$ cat src/rtl/drum_hit_detector_pkg.sv
// Shared constants, state encoding and magnitude helpers for the drum hit detector
// and the voice-trigger logic that consumes its strikes.
package drum_hit_detector_pkg;

    localparam int Y_W   = 12;
    localparam int MAG_W = 11;
    localparam int VEL_W = 7;
    localparam int WIN_W = 10;
    localparam int HO_W  = 12;

    localparam int DEF_THRESH_ON  = 200;
    localparam int DEF_THRESH_OFF = 100;
    localparam int DEF_PEAK_WIN   = 96;
    localparam int DEF_HOLDOFF    = 480;

    typedef enum logic [1:0] {
        ST_IDLE    = 2'd0,
        ST_ATTACK  = 2'd1,
        ST_HOLDOFF = 2'd2
    } state_e;

    // Two's-complement magnitude; the single unrepresentable case (-2048) clamps to full scale.
    function automatic logic [MAG_W-1:0] abs_sat(input logic signed [Y_W-1:0] y);
        logic [Y_W-1:0] neg;
        neg = '0;
        if (!y[Y_W-1]) begin
            return y[MAG_W-1:0];
        end
        if (y == {1'b1, {(Y_W-1){1'b0}}}) begin
            return '1;
        end
        neg = -y;
        return neg[MAG_W-1:0];
    endfunction

    function automatic logic [MAG_W-1:0] max_mag(input logic [MAG_W-1:0] a,
                                                 input logic [MAG_W-1:0] b);
        return (a >= b) ? a : b;
    endfunction

endpackage

$ cat src/rtl/drum_hit_detector_sample_magnitude.sv
// Front end of the detector: turns each new FIR result (rising edge of the done level)
// into one registered magnitude with a single-cycle valid.
module sample_magnitude
    import drum_hit_detector_pkg::*;
(
    input  logic                    clock,
    input  logic                    reset,
    input  logic signed [Y_W-1:0]   fir_y_i,
    input  logic                    fir_done_i,
    output logic [MAG_W-1:0]        mag_o,
    output logic                    mag_v_o
);

    logic             done_q;
    logic [MAG_W-1:0] mag_q;
    logic             mag_v_q;
    logic             accept;

    assign accept = fir_done_i & ~done_q;

    // NOTE: sequential state uses non-blocking assignments so every register samples pre-edge values.
    always_ff @(posedge clock) begin
        if (reset) begin
            // Starting high means a done level already asserted at reset release is treated as stale.
            done_q  <= 1'b1;
            mag_q   <= '0;
            mag_v_q <= 1'b0;
        end else begin
            done_q  <= fir_done_i;
            mag_v_q <= accept;
            if (accept) begin
                mag_q <= abs_sat(fir_y_i);
            end
        end
    end

    assign mag_o   = mag_q;
    assign mag_v_o = mag_v_q;

endmodule

$ cat src/rtl/drum_hit_detector.sv
// Per-channel strike detector: arms on a threshold crossing, tracks the window peak,
// emits a one-cycle hit with velocity, then locks out re-triggers for a holdoff period.
module drum_hit_detector
    import drum_hit_detector_pkg::*;
#(
    parameter int THRESH_ON  = DEF_THRESH_ON,
    parameter int THRESH_OFF = DEF_THRESH_OFF,
    parameter int PEAK_WIN   = DEF_PEAK_WIN,
    parameter int HOLDOFF    = DEF_HOLDOFF
) (
    input  logic                    clock,
    input  logic                    reset,
    input  logic signed [Y_W-1:0]   fir_y,
    input  logic                    fir_done,
    output logic                    hit,
    output logic [VEL_W-1:0]        velocity,
    output logic                    busy
);

    localparam logic [MAG_W-1:0] ON_M    = MAG_W'(THRESH_ON);
    localparam logic [MAG_W-1:0] OFF_M   = MAG_W'(THRESH_OFF);
    localparam logic [WIN_W-1:0] WIN_END = WIN_W'(PEAK_WIN);
    localparam logic [HO_W-1:0]  HO_END  = HO_W'(HOLDOFF);

    logic [MAG_W-1:0] mag;
    logic             mag_v;

    state_e           state_q, state_d;
    logic [MAG_W-1:0] peak_q, peak_d;
    logic [WIN_W-1:0] win_cnt_q, win_cnt_d;
    logic [HO_W-1:0]  ho_cnt_q, ho_cnt_d;
    logic             hit_q, hit_d;
    logic [VEL_W-1:0] vel_q, vel_d;
    logic             busy_q;
    logic [MAG_W-1:0] new_peak;
    logic [WIN_W-1:0] win_inc;

    sample_magnitude u_mag (
        .clock      (clock),
        .reset      (reset),
        .fir_y_i    (fir_y),
        .fir_done_i (fir_done),
        .mag_o      (mag),
        .mag_v_o    (mag_v)
    );

    assign new_peak = max_mag(peak_q, mag);
    assign win_inc  = win_cnt_q + WIN_W'(1);

    // NOTE: every always_comb output is defaulted first so no path leaves a value unassigned (no latches).
    always_comb begin
        state_d   = state_q;
        peak_d    = peak_q;
        win_cnt_d = win_cnt_q;
        ho_cnt_d  = ho_cnt_q;
        vel_d     = vel_q;
        hit_d     = 1'b0;

        if (mag_v) begin
            unique case (state_q)
                ST_IDLE: begin
                    if (mag >= ON_M) begin
                        peak_d    = mag;
                        win_cnt_d = WIN_W'(1);
                        if (WIN_END == WIN_W'(1)) begin
                            state_d  = ST_HOLDOFF;
                            hit_d    = 1'b1;
                            vel_d    = mag[MAG_W-1 -: VEL_W];
                            ho_cnt_d = '0;
                        end else begin
                            state_d = ST_ATTACK;
                        end
                    end
                end
                ST_ATTACK: begin
                    // Sub-threshold samples still count toward the window; only the count ends it.
                    peak_d    = new_peak;
                    win_cnt_d = win_inc;
                    if (win_inc == WIN_END) begin
                        state_d  = ST_HOLDOFF;
                        hit_d    = 1'b1;
                        vel_d    = new_peak[MAG_W-1 -: VEL_W];
                        ho_cnt_d = '0;
                    end
                end
                ST_HOLDOFF: begin
                    if (ho_cnt_q == HO_END && mag < OFF_M) begin
                        state_d = ST_IDLE;
                    end else if (ho_cnt_q != HO_END) begin
                        ho_cnt_d = ho_cnt_q + HO_W'(1);
                    end
                end
                default: state_d = ST_IDLE;
            endcase
        end
    end

    always_ff @(posedge clock) begin
        if (reset) begin
            state_q   <= ST_IDLE;
            peak_q    <= '0;
            win_cnt_q <= '0;
            ho_cnt_q  <= '0;
            hit_q     <= 1'b0;
            vel_q     <= '0;
            busy_q    <= 1'b0;
        end else begin
            state_q   <= state_d;
            peak_q    <= peak_d;
            win_cnt_q <= win_cnt_d;
            ho_cnt_q  <= ho_cnt_d;
            hit_q     <= hit_d;
            vel_q     <= vel_d;
            busy_q    <= (state_d != ST_IDLE);
        end
    end

    assign hit      = hit_q;
    assign velocity = vel_q;
    assign busy     = busy_q;

endmodule
$ cat config.mk
export PLATFORM = sky130hd
export DESIGN_NAME = drum_hit_detector
export DESIGN_NICKNAME = d
export VERILOG_FILES = /design/src/rtl/drum_hit_detector_pkg.sv /design/src/rtl/drum_hit_detector_sample_magnitude.sv /design/src/rtl/drum_hit_detector.sv
export SDC_FILE = /design/constraint.sdc
export NUM_CORES = 1
export LEC_CHECK = 0
export CORE_MARGIN = 3
export CORE_UTILIZATION = 45
export CTS_CLUSTER_DIAMETER = 120
export DETAILED_ROUTE_END_ITERATION = 12
export HOLD_SLACK_MARGIN = 0.02
export SYNTH_ARGS = -nofsm -noshare
export SYNTH_HDL_FRONTEND = slang
export SYNTH_SLANG_ARGS = --single-unit
$ cat constraint.sdc
create_clock -name clock -period 4.98 [get_ports clock]
set_input_delay 0.996 -clock clock [delete_from_list [all_inputs] [get_ports clock]]
set_output_delay 0.996 -clock clock [all_outputs]
set_load 0.005 [all_outputs]
==> impl_results.md <==
- Status: complete, no violations
- Most frequent cells in the layout: dfxtp_1 (57), nor2_1 (40), nand2b_1 (27), clkdlybuf4s50_1 (22), inv_1 (20)
- Met2 WL: 2.75 mm
- Congestion Overflow GR: 0
- Synth Instances: 344
- I/O Pins: 24
- Remaining antenna violation count after routing: 0
- Worst-path cell chain: clkdlybuf4s50_1 -> or4_4 -> or4_1 -> or3_1 -> o31a_1 -> a221oi_2
- Total GRT Usage: 0.168
- DRT Pass-1 Iters: 4
- Most common cell after layout, fill and taps aside: dfxtp_1
- DP Wirelength: 4.17 mm
- Core Region: approximately 6400 um2
- Setup Fix Bufs, Post-CTS: 0
- # resized after CTS: 0
- Post-synth EDFFs: 0
- Average size of a mapped cell: 8.75 um2
- Max IR drop VDD: ~0.16 mV
- Final setup violation count: 0
- CP peak stage delay: ~0.55 ns
- Hold_ws: roughly 0.48 ns
- Ys async rst share: 0
- CTS tree: built
- Cell Count Post-Placement: 432
- Clock latency on the worst-skew pair: approximately 0.33 ns
- Wire length on met3: 252 um
- Pwr Total: 0.964 mW
- Critical path start-end classification: in -> reg
- Min-delay worst type: reg -> reg
- Synthesized area: between 3000 and 4000 um2
- Share of cells above drive strength 1: 0.0970
- I/O Buffers: 23
- Final WL: 5.94 mm
- RSZ-0062 raised after global routing: false
- DR vias: 2403
- Final net count: 396
- Leak: 1.22 nW
- Final cell count without fillers: 448
- Number of diodes: 0
- CP max-delay cell: or4_4
- Vias in the first global route: roughly 2300
- Row count: 29
- Final hold vios: 0
- Vias per inst: between 5 and 6
- Largest net degree at the start of global routing: 33
- Clock Sinks: 57
- Final core occ: 0.543
- CTS max path bufs: 2
- Tmin final: 3.27 ns
- DR WL/cell: 13.3 um
- Post-synth top flop: dfxtp_1
- Worst Setup End Kind: register
- DRC errors left: 0
- WP data arrival: 3.51 ns
- Hold buffers post-CTS: 0
- Fmax: approximately 0.3 GHz
- Top routing layer in use: met4
- First-pass GRT wire length: between 10 and 15 mm
- Area growth syn-to-layout: 15.8%
- Die width: 87.8 um
- Placer Congestion: 0.749
- Skew final: 0.00473 ns
- CP max FO: 10
- Register area share after synthesis: 0.379
- TritonCTS Buffers: 9
- Antenna violations before repair: 0
- Starting DRT DRC Count: 44
- Final Cycle Share: 0.656
- Max transition margin: 0.400
- Ys Warns: 0
- Min-delay src: peak_q[0]
- DIE AREA: roughly 7700 um2
- Worst Max-Slew Pin Slew: between 0.8 and 0.9 ns
- Post-synth net total: between 300 and 400
- H-tree levels: 3
- Clock Tree Root: clkbuf_8
- Setup crit start kind: primary input
- Pwr/cell area: approximately 280 nW/um2
- Setup TNS: 0 ns
- Synth top area share: 0.379
- Required time of the critical path: 5.23 ns
- Crit. Startpoint: fir_y[3]
- Count of cell types in the netlist: 44
- Cell taking the most area after synthesis: dfxtp_1
- FF-to-FF Start: u_mag.mag_o[10]
- # Max-Cap Violations: 0
- M1 WL: 2.87 mm
- Pins Over Slew Limit: 0
- FF+latch count, synth: 57
- Starting Density: 0.469
- Chip Height: 87.8 um
- FILL cells: around 600
- Synth top area cells: dfxtp_1 (38%), mux2i_1 (6.3%), ha_1 (6.2%), nand2b_1 (5.6%), nor2_1 (5.0%)
- Clk slew on worst S/H paths: 0.06 ns
[kinds of logic (layout without fill, tap and decap cells)]
family	after synthesis	count (layout)	synth area share
and+or+nand+nor	135	135	0.229
adders and majority gates	15	15	0.0623
muxes	19	19	0.0631
xor gates and xnor gates	21	21	0.0611
DFF	57	57	0.379
buffers and inverters	35	62	0.0469
AOI/OAI and AO/OA	62	62	0.159
[cell usage after synthesis, types with 5 or more instances]
cell type,instances
a211oi_1,9
a21oi_1,15
a221oi_2,9
and3_1,5
clkbuf_1,10
dfxtp_1,57
ha_1,15
inv_1,20
mux2i_1,19
nand2_1,19
nand2b_1,27
nand3_1,12
nand4_1,6
nor2_1,40
nor3_1,8
o21ai_0,13
xnor2_1,5
xor2_1,16
[power breakdown]
group	switching, mW	internal, mW	leakage (nW)
logic	0.0467	0.0385	0.661
registers	0.00591	0.462	0.461
clock network	0.177	0.233	0.102
[layer usage]
metal  GRT usage  vias to the layer above
met3      0.0602                        6
met4      0.0544                        0
li1            -                     1260
met2       0.283                       36
met1       0.199                     1101
met5           0                        -
[layout make-up]
class,instances,area (um2),share of cell area
multi-input combinational,252,1730,0.497
sequential,57,1140,0.327
timing repair buffer,26,248,0.0710
clock buffer,14,183,0.0524
tap,77,96.3,0.0276
inverter,20,75.1,0.0215
clock inverter,2,10.0,0.00287
[final timing paths]
check        cells after the start  slack [ns]              to
max                              6        1.71  u_mag.mag_o[3]
min                              2        0.48       peak_q[0]
max reg2reg                      8        2.53       peak_q[8]
min reg2reg                      2        0.48       peak_q[0]
[flip-flops by register name, indices dropped and copies added, names as in the netlist, 2 cells and up]
register     count
ho_cnt_q        12
peak_q          11
state_q          2
u_mag.mag_o     11
velocity         7
win_cnt_q       10
[worst max-delay path: cells and delay by family]
kind            cells  cell delay (ns)
buf+inv             1             0.47
simple gates        3             1.32
compound gates      2             0.72
[metrics by stage]
stage / instance area (um2) / setup slack (ns)
final: 3490 / 1.71
after global routing: 3490 / 1.60
after CTS: 3490 / 1.74
after detailed placement: 3290 / 1.39
after global placement: 3290 / 1.43
after floorplan: 3010 / 2.06
No activity file was read; power rests on OpenSTA's default activity.
